File: src/rtl/masked_sbox_sched_if.sv
// masked_sbox_sched_if: requester, PRNG, shared S-box and response signals of the masked S-box scheduler.
interface masked_sbox_sched_if #(
    parameter int N_REQ = 4,
    parameter int RND_W = 18
);
    logic [N_REQ-1:0]   req_valid;
    logic [N_REQ-1:0]   req_ready;
    logic [8*N_REQ-1:0] req_a;
    logic [8*N_REQ-1:0] req_b;
    logic               rnd_valid;
    logic               rnd_ready;
    logic [RND_W-1:0]   rnd_data;
    logic               sb_valid;
    logic [7:0]         sb_a;
    logic [7:0]         sb_b;
    logic [RND_W-1:0]   sb_rnd;
    logic [7:0]         sb_res_a;
    logic [7:0]         sb_res_b;
    logic [N_REQ-1:0]   rsp_valid;
    logic [7:0]         rsp_a;
    logic [7:0]         rsp_b;
    logic               quiesce;
    logic               idle;

    modport master (
        output req_valid, req_a, req_b, rnd_valid, rnd_data, sb_res_a, sb_res_b, quiesce,
        input  req_ready, rnd_ready, sb_valid, sb_a, sb_b, sb_rnd, rsp_valid, rsp_a, rsp_b, idle
    );

    modport slave (
        input  req_valid, req_a, req_b, rnd_valid, rnd_data, sb_res_a, sb_res_b, quiesce,
        output req_ready, rnd_ready, sb_valid, sb_a, sb_b, sb_rnd, rsp_valid, rsp_a, rsp_b, idle
    );
endinterface

File: src/rtl/masked_sbox_sched.sv
// masked_sbox_sched: round-robin sharing of one pipelined masked S-box among N_REQ requesters with quiesce/drain.
// Define SBOX_SCHED_KEYPRIO_EN to give requester 0 (key schedule) absolute priority.
module masked_sbox_sched #(
    parameter int N_REQ = 4,
    parameter int LAT   = 3,
    parameter int RND_W = 18
) (
    input logic            clk,
    input logic            rst_n,
    masked_sbox_sched_if.slave io_bus
);
    localparam int PW = $clog2(N_REQ);
    localparam logic [N_REQ-1:0] ONE = 1;

    typedef enum logic [1:0] {RUN, DRAIN, HALT} state_t;

    state_t           r_state, w_state_nxt;
    logic [PW-1:0]    r_rr_ptr, w_rr_nxt, w_gnt;
    logic [LAT-1:0]   r_tag_v;
    logic [PW-1:0]    r_tag_id [LAT];
    logic [N_REQ-1:0] r_rsp_valid;
    logic [7:0]       r_rsp_a, r_rsp_b;
    logic             w_key, w_issue, w_tag_busy;

`ifdef SBOX_SCHED_KEYPRIO_EN
    assign w_key = io_bus.req_valid[0];
`else
    assign w_key = 1'b0;
`endif

    // Scan downwards from rr_ptr+N-1 so the first valid at or after rr_ptr is the last one written.
    always_comb begin
        logic [PW:0] j;
        j     = '0;
        w_gnt = '0;
        for (int k = N_REQ - 1; k >= 0; k--) begin
            j = {1'b0, r_rr_ptr} + (PW+1)'(k);
            j = (j >= (PW+1)'(N_REQ)) ? j - (PW+1)'(N_REQ) : j;
            if (io_bus.req_valid[j[PW-1:0]]) w_gnt = j[PW-1:0];
        end
        w_gnt = w_key ? '0 : w_gnt;
    end

    assign w_issue    = rst_n && (r_state == RUN) && (|io_bus.req_valid) && io_bus.rnd_valid && !io_bus.quiesce;
    assign w_tag_busy = |r_tag_v;
    assign w_rr_nxt   = (w_issue && !w_key) ? ((w_gnt == PW'(N_REQ - 1)) ? '0 : w_gnt + 1'b1) : r_rr_ptr;

    always_comb begin
        w_state_nxt = r_state;
        w_state_nxt = (r_state == RUN)   ? (io_bus.quiesce ? (w_tag_busy ? DRAIN : HALT) : RUN) :
                      (r_state == DRAIN) ? ((w_tag_busy || |r_rsp_valid) ? DRAIN : HALT) :
                                           (io_bus.quiesce ? HALT : RUN);
        io_bus.req_ready = w_issue ? ONE << w_gnt : '0;
        io_bus.rnd_ready = w_issue;
        io_bus.sb_valid  = w_issue;
        io_bus.sb_a      = w_issue ? io_bus.req_a[{w_gnt, 3'b000} +: 8] : '0;
        io_bus.sb_b      = w_issue ? io_bus.req_b[{w_gnt, 3'b000} +: 8] : '0;
        io_bus.sb_rnd    = w_issue ? io_bus.rnd_data : '0;
        io_bus.rsp_valid = r_rsp_valid;
        io_bus.rsp_a     = r_rsp_a;
        io_bus.rsp_b     = r_rsp_b;
        io_bus.idle      = !w_tag_busy && !(|r_rsp_valid) && (r_state != DRAIN);
    end

    always_ff @(posedge clk or negedge rst_n) begin
        if (!rst_n) begin
            r_state     <= RUN;
            r_rr_ptr    <= '0;
            r_tag_v     <= '0;
            r_rsp_valid <= '0;
            r_rsp_a     <= '0;
            r_rsp_b     <= '0;
        end else begin
            r_state     <= w_state_nxt;
            r_rr_ptr    <= w_rr_nxt;
            r_tag_v[0]  <= w_issue;
            for (int i = 1; i < LAT; i++) r_tag_v[i] <= r_tag_v[i-1];
            r_rsp_valid <= r_tag_v[LAT-1] ? ONE << r_tag_id[LAT-1] : '0;
            r_rsp_a     <= r_tag_v[LAT-1] ? io_bus.sb_res_a : '0;
            r_rsp_b     <= r_tag_v[LAT-1] ? io_bus.sb_res_b : '0;
        end
    end

    // Ids are qualified by r_tag_v, so they need no reset.
    always_ff @(posedge clk) begin
        r_tag_id[0] <= w_gnt;
        for (int i = 1; i < LAT; i++) r_tag_id[i] <= r_tag_id[i-1];
    end
endmodule
File: src/flat_wrapper.sv
// flat-port wrapper written by rule: the top's interface ports become plain ports
module masked_sbox_sched_flat 
#(
    parameter int N_REQ = 4,
    parameter int LAT   = 3,
    parameter int RND_W = 18
)
  (clk, rst_n, io_bus_req_valid, io_bus_req_a, io_bus_req_b, io_bus_rnd_valid, io_bus_rnd_data, io_bus_sb_res_a, io_bus_sb_res_b, io_bus_quiesce, io_bus_req_ready, io_bus_rnd_ready, io_bus_sb_valid, io_bus_sb_a, io_bus_sb_b, io_bus_sb_rnd, io_bus_rsp_valid, io_bus_rsp_a, io_bus_rsp_b, io_bus_idle);
  masked_sbox_sched_if #(.N_REQ(N_REQ), .RND_W(RND_W)) io_bus_i ();
  input logic clk;
  input logic rst_n;
  input wire logic [$bits(io_bus_i.req_valid)-1:0] io_bus_req_valid;
  input wire logic [$bits(io_bus_i.req_a)-1:0] io_bus_req_a;
  input wire logic [$bits(io_bus_i.req_b)-1:0] io_bus_req_b;
  input wire logic [$bits(io_bus_i.rnd_valid)-1:0] io_bus_rnd_valid;
  input wire logic [$bits(io_bus_i.rnd_data)-1:0] io_bus_rnd_data;
  input wire logic [$bits(io_bus_i.sb_res_a)-1:0] io_bus_sb_res_a;
  input wire logic [$bits(io_bus_i.sb_res_b)-1:0] io_bus_sb_res_b;
  input wire logic [$bits(io_bus_i.quiesce)-1:0] io_bus_quiesce;
  output wire logic [$bits(io_bus_i.req_ready)-1:0] io_bus_req_ready;
  output wire logic [$bits(io_bus_i.rnd_ready)-1:0] io_bus_rnd_ready;
  output wire logic [$bits(io_bus_i.sb_valid)-1:0] io_bus_sb_valid;
  output wire logic [$bits(io_bus_i.sb_a)-1:0] io_bus_sb_a;
  output wire logic [$bits(io_bus_i.sb_b)-1:0] io_bus_sb_b;
  output wire logic [$bits(io_bus_i.sb_rnd)-1:0] io_bus_sb_rnd;
  output wire logic [$bits(io_bus_i.rsp_valid)-1:0] io_bus_rsp_valid;
  output wire logic [$bits(io_bus_i.rsp_a)-1:0] io_bus_rsp_a;
  output wire logic [$bits(io_bus_i.rsp_b)-1:0] io_bus_rsp_b;
  output wire logic [$bits(io_bus_i.idle)-1:0] io_bus_idle;
  assign io_bus_i.req_valid = io_bus_req_valid;
  assign io_bus_i.req_a = io_bus_req_a;
  assign io_bus_i.req_b = io_bus_req_b;
  assign io_bus_i.rnd_valid = io_bus_rnd_valid;
  assign io_bus_i.rnd_data = io_bus_rnd_data;
  assign io_bus_i.sb_res_a = io_bus_sb_res_a;
  assign io_bus_i.sb_res_b = io_bus_sb_res_b;
  assign io_bus_i.quiesce = io_bus_quiesce;
  assign io_bus_req_ready = io_bus_i.req_ready;
  assign io_bus_rnd_ready = io_bus_i.rnd_ready;
  assign io_bus_sb_valid = io_bus_i.sb_valid;
  assign io_bus_sb_a = io_bus_i.sb_a;
  assign io_bus_sb_b = io_bus_i.sb_b;
  assign io_bus_sb_rnd = io_bus_i.sb_rnd;
  assign io_bus_rsp_valid = io_bus_i.rsp_valid;
  assign io_bus_rsp_a = io_bus_i.rsp_a;
  assign io_bus_rsp_b = io_bus_i.rsp_b;
  assign io_bus_idle = io_bus_i.idle;
  masked_sbox_sched #(.N_REQ(N_REQ), .LAT(LAT), .RND_W(RND_W)) u_core (.clk(clk), .rst_n(rst_n), .io_bus(io_bus_i));
endmodule
File: config.mk
export PLATFORM = sky130hd
export DESIGN_NAME = masked_sbox_sched_flat
export DESIGN_NICKNAME = d
export VERILOG_FILES = /design/src/rtl/masked_sbox_sched_if.sv /design/src/rtl/masked_sbox_sched.sv /design/src/flat_wrapper.sv
export SDC_FILE = /design/constraint.sdc
export NUM_CORES = 1
export LEC_CHECK = 0
export CORE_AREA = 2 2 75 84
export CTS_CLUSTER_DIAMETER = 200
export DETAILED_ROUTE_END_ITERATION = 8
export DIE_AREA = 0 0 77 86
export PLACE_DENSITY = 0.87
export SYNTH_ARGS = -nofsm -noshare
export SYNTH_HDL_FRONTEND = slang
export SYNTH_SLANG_ARGS = --single-unit
File: constraint.sdc
create_clock -name clk -period 3.2 [get_ports clk]
set_input_delay 0.64 -clock clk [delete_from_list [all_inputs] [get_ports clk]]
set_output_delay 0.64 -clock clk [all_outputs]
set_load 0.005 [all_outputs]
-- Yosys cells after proc, flatten, opt, wreduce, memory -nomap -nowiden
Memories as Yosys holds them, arrays and structs flattened.
Index checks and enable logic that the tools add are counted.
W data, S select, Z words.
- add/subtract/negate cells: 8
- multipliers: 0
- divide/modulo/power cells: 0
- order comparisons: 8
- eq/ne operators: 3
- shifts and indexed selects: 4
- mux-type cells: 30
- bitwise gates (word level): 0
- reductions and logical operators: 14
- operators with widths (cell ; number):
    $shiftx A32 B6 Y8 ; 2
    $mux W8 ; 4
    $mux W2 ; 15
    $mux W18 ; 1
    $lt A2 B3 Y1 const B ; 4
    $ge A3 B3 Y1 const B ; 3
    $bmux W1 S2 ; 4
    $mux W4 ; 2
    $reduce_or A4 Y1 ; 2
    $shl A1 B2 Y4 const A ; 2
    $sub A2 B1 Y2 const B ; 4
    $add A2 B2 Y3 const B ; 2
    $logic_and A1 B1 Y1 ; 6
    $mux W1 ; 4
    $add A2 B1 Y3 const B ; 1
    $ge A2 B3 Y1 const B ; 1
    $logic_not A1 Y1 ; 3
    $reduce_or A3 Y1 ; 1
    $add A2 B1 Y2 const B ; 1
    $eq A2 B1 Y1 const B ; 1
    $eq A2 B2 Y1 const B ; 1
    $logic_not A2 Y1 ; 1
    $ne A2 B1 Y1 const B ; 1
    $logic_or A1 B1 Y1 ; 1
- bits in registers: 27
- bits in latches: 0
- RAM bits: 6
- memory bits (read-only): 0
- input bits: 106
- output and inout bits: 61
- logic and storage cells: 74
- memories: 1
- memories (memory ; depth ; width ; rd ports ; clocked after memory_dff ; wr ports ; RTL line ; RTL):
    u_core.r_tag_id ; 3 ; 2 ; 3 ; 0 ; 3 ; masked_sbox_sched.sv:20 ; logic [PW-1:0] r_tag_id [LAT];

-- Longest topological paths before layout
Gate-level depths: netlist of run 1.
- depth after elaboration: 11
- depth in mapped cells: 8
- mapped depth without buffers: 6

-- Least setup slack after synthesis of run 1
No wires, ideal clock.
- path kind: input to output
- start point: input io_bus_req_valid[0]
- end point: output io_bus_req_ready[0]
- arrival: 1779 ps
- data required time: 2560 ps
- setup slack: 781 ps
- stages: 8
- path buffers: 2
- cells stage by stage: a21o_1 > a21oi_1 > o22a_1 > buf_4 > buf_4 > inv_1 > ha_1 > and2_1
- longest elaborated chain between the ends: 8
- elaborated cells on any way between the ends: 18
- classes of those cells: shift (1); mux (13); reduce/logical (4)
- ends and longest elaborated chain (what ; RTL line ; RTL):
    start: declaration ; flat_wrapper.sv:12 ; input wire logic [$bits(io_bus_i.req_valid)-1:0] io_bus_req_valid;
    $bmux W1 S2 ; masked_sbox_sched.sv:39 ; if (io_bus.req_valid[j[PW-1:0]]) w_gnt = j[PW-1:0];
    $mux W1 (not written as such) ; masked_sbox_sched.sv:39 ;
    $mux W2 (3 in series) ; masked_sbox_sched.sv:39 ;
    $mux W2 (*) ; masked_sbox_sched.sv:39 ;
    named net u_core.w_gnt[1] ; masked_sbox_sched.sv:18 ; logic [PW-1:0] r_rr_ptr, w_rr_nxt, w_gnt;
    $shl A1 B2 Y4 (*) ; masked_sbox_sched.sv:53 ; io_bus.req_ready = w_issue ? ONE << w_gnt : '0;
    $mux W4 (*) ; masked_sbox_sched.sv:53 ;
    end: declaration ; flat_wrapper.sv:20 ; output wire logic [$bits(io_bus_i.req_ready)-1:0] io_bus_req_ready;
Mark *: on every way through the listed nets, which the timed path passes. The rest lies on a longest branch. The select of a mux whose other input is x is not followed.

-- Worst setup path in the final report of run 1
- start point: input rst_n
- end point: output io_bus_sb_rnd[2]
- longest elaborated chain between the ends: 5
- ends and longest elaborated chain (what ; RTL line ; RTL):
    start: declaration ; flat_wrapper.sv:11 ; input logic rst_n;
    $logic_and A1 B1 Y1 (4 in series) ; masked_sbox_sched.sv:44 ; assign w_issue = rst_n && (r_state == RUN) && (|io_bus.req_valid) && io_bus.rnd_valid && !io_bus.quiesce;
    $mux W18 ; masked_sbox_sched.sv:58 ; io_bus.sb_rnd = w_issue ? io_bus.rnd_data : '0;
    end: declaration ; flat_wrapper.sv:25 ; output wire logic [$bits(io_bus_i.sb_rnd)-1:0] io_bus_sb_rnd;
No other way between the ends.

==> results of run 1 <==
-- layout make-up --
cell class | instances | area share [%]
Clock buffer | 6 | 1.94
Clock inverter | 2 | 0.267
Inverter | 5 | 0.502
Multi-Input combinational cell | 123 | 25.4
Sequential cell | 33 | 21.3
Tap cell | 77 | 2.57
Timing Repair Buffer | 180 | 48.0
-- state kept, by name, indices dropped and copies added (netlist names) --
signal                   cells
u_core.io_bus.rsp_a          8
u_core.io_bus.rsp_b          8
u_core.r_rr_ptr              2
u_core.r_tag_v               3
u_core.r_state               2
u_core.r_tag_id              6
u_core.io_bus.rsp_valid      4
-- logic make-up (layout without fill, tap and decap cells) --
family,Yosys count,in the layout,synth area share [%]
AOI/OAI and AO/OA,28,28,10.7
adders and majority gates,4,4,2.73
buffers and inverters,16,193,5.60
DFF,33,33,43.4
muxes,33,33,18.1
and+or+nand+nor,58,58,19.4
-- worst max-delay path: cells and delay by family --
kind / cells / cell delay, ns
AOI/OAI and AO/OA: 1 / 0.29
and+or+nand+nor: 2 / 0.27
buffers and inverters: 4 / 1.32
-- power groups by stage --
stage	Clock (W)	Sequential, W	Combinational [W]
4_1_cts	0.000298	0.000502	0.000578
2_1_floorplan	0	0.000497	0.000288
3_3_place_gp	0	0.000503	0.000517
5_1_grt	0.000322	0.000510	0.000627
6_report	0.000287	0.000503	0.000578
3_5_place_dp	0	0.000507	0.000530
-- cells in the final DEF (no fill, tap or decap), drive strengths merged, types with 4 or more instances in the layout --
| master | count |
|---|---|
| clkdlybuf4s50 | 145 |
| and2 | 38 |
| mux2i | 32 |
| dfrtp | 27 |
| dlygate4sd2 | 21 |
| o22ai | 17 |
| buf | 14 |
| dfxtp | 6 |
| clkbuf | 6 |
| inv | 5 |
| nor2 | 4 |
| ha | 4 |
| a21oi | 4 |
| nand2 | 4 |
-- worst max path at each step --
| stage | slack, ns | endpoint | start |
|---|---|---|---|
| detailed placement | -0.19 | io_bus_sb_a[1] | io_bus_req_valid[0] |
| global placement | -0.12 | io_bus_sb_a[1] | io_bus_req_valid[3] |
| CTS | 0.003 | io_bus_req_ready[2] | io_bus_req_valid[2] |
| finish | 0.05 | io_bus_sb_rnd[2] | rst_n |
| global route | -0.02 | io_bus_sb_rnd[14] | rst_n |
| floorplan | 0.78 | io_bus_req_ready[0] | io_bus_req_valid[0] |
-- what timing repair did --
action	CTS	global route
cloned	1	0
endpoints found under the setup margin	38	19
setup buffers	2	2
resized for setup	30	1
pin swaps	2	2
-- per-layer routing --
metal	global-route usage (%)	share of wire [%]	wire [um]	vias up
li1	-	-	-	951
met1	17.7	34	2030	874
met2	36.0	56	3390	102
met3	5.47	7.8	470	11
met4	6.49	1.8	109	0
met5	0	0	0	-
-- metrics by stage --
step | TNS (ns) | instance area [um2] | util [%] | power [W] | instances
detailed placement | -4.34 | 3600 | 62.8 | 0.00104 | 413
global route | -0.0991 | 3740 | 65.3 | 0.00146 | 426
global placement | -1.87 | 3600 | 62.8 | 0.00102 | 413
finish | 0 | 3740 | 65.3 | 0.00137 | 426
CTS | 0 | 3720 | 64.9 | 0.00138 | 424
floorplan | 0 | 1830 | - | 0.000785 | 172
==> results.json, run 1 <==
{
  "fin_skew_ns": 0.00198,
  "swShare_pct": 28.5,
  "outcome": "finished clean",
  "portBuffers": 166,
  "holdWs_ns": 0.327,
  "crit_path_frequent_cell": "clkdlybuf4s50_1",
  "syn-cell-area_mm2": 0.00183,
  "die_h_um": 86,
  "route.detailed.wl_per_inst_um": 14.1,
  "hold-path-endpoint": "u_core.r_tag_id[0][5]",
  "slew_violations": 0,
  "powerDensity_mw_per_mm2": 366,
  "synth_seq_cells": 33,
  "hold_buffers": 0,
  "cts.clk_slew.worst_paths_ns": 0.06,
  "die_width_um": 77,
  "multiInputGateArea_um2": 952,
  "gp_congestion": 0.781,
  "timing.rr.start": "u_core.r_rr_ptr[0]",
  "rsz0062_at_grt": "yes",
  "r2r_end": "u_core.r_rr_ptr[1]",
  "min_path_type": "reg2reg",
  "drive_above_1_share_pct": 9.17,
  "nets": 458,
  "viasPerCell": 4.55,
  "yosysWarnings": 0,
  "antennaDiodeCount": 0,
  "async_reset_ff_share_pct": 81.8,
  "fin_crit_ns": 3.15,
  "std_cell_rows": 29,
  "area_growth_pct": 104,
  "criticalPathCategory": "in2out",
  "min_path_cells": 0,
  "start_kind": "input port",
  "internal_power_w": 0.000978,
  "crit_chain": "clkdlybuf4s50_1 > nand3_1 > a311oi_4 > buf_6 > buf_4 > and2_1 > clkdlybuf4s50_1",
  "final-setup-viol-count": 0,
  "cp-end-kind": "output port",
  "core-area_mm2": 0.00573,
  "track_usage_pct": 18.2,
  "ir_drop_uv": 219,
  "totalWireLength_um": 6000,
  "synth-edff-count": 0,
  "post-place-ws_ns": -0.186,
  "synthFlopType": "dfrtp_1",
  "cts_max_level": 2,
  "worst-r2r-cell-count": 7,
  "leakagePower_nw": 1.70,
  "yosysTopAreaCellShare_pct": 36.9,
  "max_stage_delay_ns": 0.51,
  "dr.pass1.iters": 4,
  "yosys-top-cells-area": "dfrtp_1, mux2i_1, and2_1",
  "crit_required_ns": 2.56,
  "grt_max_degree": 28,
  "overflow": 0,
  "fin_crit_sh_pct": 98.5,
  "synth_nets": 282,
  "synth_top_cell_by_area": "dfrtp_1",
  "drc": 0,
  "synth_cell_types": 29,
  "ys_seq_area_share_pct": 43.4,
  "p_clk_share_pct": 21.0,
  "maxCapViolCount": 0,
  "fillCellCount": 520,
  "synth_common_cells": "and2_1, mux2i_1, dfrtp_1, o22ai_1, dfxtp_1",
  "combPwrFrac_pct": 42.3,
  "die_area_mm2": 0.00662,
  "slowest_stage": "clkdlybuf4s50_1",
  "clkLatencyLatePin_ns": 0.27,
  "r2r_slack_ns": 1.31,
  "cp.arrival_ns": 2.51,
  "cts.sinks": 33,
  "dp_hpwl_um": 4920,
  "seq_power_share_pct": 36.7,
  "yosysMostFrequentCell": "and2_1",
  "grt_pass1_vias": 2071,
  "vias": 1938,
  "tightest_slew_ns": 0.482,
  "syn_avg_cell_area_um2": 10.6,
  "start_util_pct": 32.0,
  "syn-instance-count": 172,
  "hold_viol_final": 0,
  "crit_path_max_fanout": 14,
  "maxSlewHeadroom_pct": 67.9,
  "max_freq_mhz": 317,
  "clock_path_buffers": 2,
  "initialDrtViolationCount": 38,
  "io_pins": 167,
  "min_from": "u_core.r_tag_id[0][3]",
  "antenna_found_initial": 0,
  "finalWorstSetupSlack_ns": 0.0469,
  "grt_pass1_wl_um": 9600,
  "cts_tree": "built",
  "cts_buffers": 5,
  "p_sw_w": 0.000390,
  "postRouteAntennaNets": 0,
  "root_buffer": "clkbuf_8",
  "ff_latch_area_um2": 796
}
No activity file was read; power rests on OpenSTA's default activity.
==> inputs of run 2 (changes only) <==
--- a/config.mk
+++ b/config.mk
@@ -10,6 +10,7 @@
 export DETAILED_ROUTE_END_ITERATION = 8
 export DIE_AREA = 0 0 77 86
 export PLACE_DENSITY = 0.87
+export SLEW_MARGIN = 30
 export SYNTH_ARGS = -nofsm -noshare
 export SYNTH_HDL_FRONTEND = slang
 export SYNTH_SLANG_ARGS = --single-unit
==> results of run 2 <==
Same layout as run 1: the final DEF is identical, and so are final timing and power.
==> inputs of run 3 (changes only) <==
--- a/config.mk
+++ b/config.mk
@@ -5,11 +5,11 @@
 export SDC_FILE = /design/constraint.sdc
 export NUM_CORES = 1
 export LEC_CHECK = 0
-export CORE_AREA = 2 2 75 84
+export CORE_AREA = 2 2 81 90
 export CTS_CLUSTER_DIAMETER = 200
 export DETAILED_ROUTE_END_ITERATION = 8
-export DIE_AREA = 0 0 77 86
-export PLACE_DENSITY = 0.87
+export DIE_AREA = 0 0 83 92
+export PLACE_DENSITY = 0.79
 export SLEW_MARGIN = 30
 export SYNTH_ARGS = -nofsm -noshare
 export SYNTH_HDL_FRONTEND = slang
==> constraint.sdc (replaced) <==
create_clock -name clk -period 2.61 [get_ports clk]
set_input_delay 0.522 -clock clk [delete_from_list [all_inputs] [get_ports clk]]
set_output_delay 0.522 -clock clk [all_outputs]
set_load 0.005 [all_outputs]
==> results.json, run 3 (synthesized netlist as in run 1, its figures left out) <==
{
  "die_area_mm2": 0.00764,
  "core-area_mm2": 0.00685,
  "ir_drop_uv": 347,
  "p_clk_share_pct": 17.6,
  "totalWireLength_um": 6560,
  "maxSlewHeadroom_pct": 76.9,
  "holdWs_ns": 0.325,
  "cts.clk_slew.worst_paths_ns": 0.06,
  "ff_latch_area_um2": 796,
  "p_sw_w": 0.000621,
  "seq_power_share_pct": 30.3,
  "clock_path_buffers": 2,
  "grt_max_degree": 28,
  "cp-end-kind": "output port",
  "dr.pass1.iters": 4,
  "max_freq_mhz": 395,
  "cts.sinks": 33,
  "layout_commonest_cell": "clkdlybuf4s50_1",
  "hold_viol_final": 0,
  "antennaDiodeCount": 0,
  "leakagePower_nw": 1.86,
  "std_cell_rows": 32,
  "portBuffers": 166,
  "post-place-ws_ns": -0.642,
  "slew_violations": 0,
  "utilization_pct": 60.8,
  "route.detailed.wl_per_inst_um": 14.4,
  "cts_tree": "built",
  "io_pins": 167,
  "cts_max_level": 2,
  "drive_above_1_share_pct": 30.0,
  "fin_skew_ns": 0.0102,
  "dpl_cell_area_mm2": 0.00362,
  "outcome": "finished clean",
  "overflow": 0,
  "swShare_pct": 30.9,
  "final-setup-viol-count": 0,
  "fin_crit_sh_pct": 97.0,
  "combPwrFrac_pct": 52.1,
  "maxCapViolCount": 0,
  "drc": 0,
  "cp_num_buf_inv": 4,
  "viasPerCell": 4.56,
  "finalWorstSetupSlack_ns": 0.0773,
  "vias": 2075,
  "initialDrtViolationCount": 60,
  "crit_chain": "a21o_1 > a21oi_2 > o22a_2 > buf_6 > buf_12 > buf_16 > mux2i_2 > o22ai_2 > buf_2",
  "criticalPathCategory": "reg2out",
  "fillCellCount": 560,
  "clkLatencyLatePin_ns": 0.28,
  "tightest_slew_ns": 0.336,
  "cp_top_family": "compound AO/OA/AOI/OAI gates",
  "start_kind": "flop",
  "fin_crit_ns": 2.53,
  "die_h_um": 92,
  "min_path_type": "reg2reg",
  "slowest_stage": "dfrtp_1",
  "grt_pass1_vias": 2252,
  "dp_hpwl_um": 4620,
  "grt_pass1_wl_um": 10400,
  "die_width_um": 83,
  "nets": 479,
  "gp_congestion": 0.819,
  "max_stage_delay_ns": 0.41,
  "mostFrequentLayoutCells": "clkdlybuf4s50_1, and2_1, dfrtp_1, mux2i_1, buf_4",
  "rsz0062_at_grt": "yes",
  "multiInputGateArea_mm2": 0.00119,
  "antenna_found_initial": 0,
  "cp.arrival_ns": 2.01,
  "root_buffer": "clkbuf_8",
  "crit_required_ns": 2.09,
  "powerDensity_mw_per_mm2": 482,
  "r2r_slack_ns": 0.66,
  "internal_power_w": 0.00139,
  "start_util_pct": 26.8,
  "area_growth_pct": 127,
  "fin_area_mm2": 0.00417,
  "postRouteAntennaNets": 0,
  "crit_path_max_fanout": 5,
  "cts_buffers": 5,
  "track_usage_pct": 16.6
}
[run 3: layout make-up]
type                            instances  area share (%)
Clock buffer                            6            1.74
Timing Repair Buffer                  199            47.2
Clock inverter                          2           0.240
Inverter                                5           0.541
Multi-Input combinational cell        125            28.6
Sequential cell                        33            19.1
Tap cell                               85            2.55
[run 3: per-stage QoR]
stage               std cells  total power (W)  setup TNS, ns
finish                    455          0.00201              0
global route              455          0.00212        -0.0189
CTS                       451          0.00198         -0.432
detailed placement        424          0.00129         -18.62
global placement          424          0.00128         -17.21
floorplan                 172         0.000962              0
[run 3: worst paths after layout]
| kind | from | endpoint | cells after the start |
|---|---|---|---|
| max in group asynchronous | rst_n | u_core.io_bus.rsp_a[6] | 2 |
| worst min-delay path | u_core.r_tag_id[0][3] | u_core.r_tag_id[0][5] | 0 |
| min in group asynchronous | rst_n | u_core.io_bus.rsp_b[2] | 2 |
| worst max-delay path | u_core.r_rr_ptr[1] | io_bus_sb_a[0] | 9 |
| worst min register to register | u_core.r_tag_id[0][3] | u_core.r_tag_id[0][5] | 0 |
| worst max register to register | u_core.r_state[1] | u_core.r_rr_ptr[1] | 8 |
[run 3: repair_timing]
| action | 4_1_cts | 5_1_grt |
|---|---|---|
| buffers inserted | 14 | 4 |
| gates cloned | 5 | 0 |
| pin swaps | 10 | 7 |
| gates resized for setup | 150 | 37 |
| endpoints found under the setup margin | 40 | 38 |
| hold buffers | 0 | 0 |
| endpoints found under the hold margin | 0 | 0 |
[run 3: power by group through the flow]
stage	combinational, W	sequential, W	clock [W]
final	0.00105	0.000608	0.000354
after global routing	0.00111	0.000616	0.000388
after CTS	0.00101	0.000604	0.000369
after detailed placement	0.000680	0.000612	0
after global placement	0.000668	0.000610	0
after floorplan	0.000353	0.000610	0
[run 3: per-layer routing]
metal  global-route usage, %  wire (um)  share of wire, %
met1                    17.3       2360                36
met2                    32.4       3620                55
met3                    5.67        519               7.9
met4                    2.87         50              0.76
met5                       0          0                 0
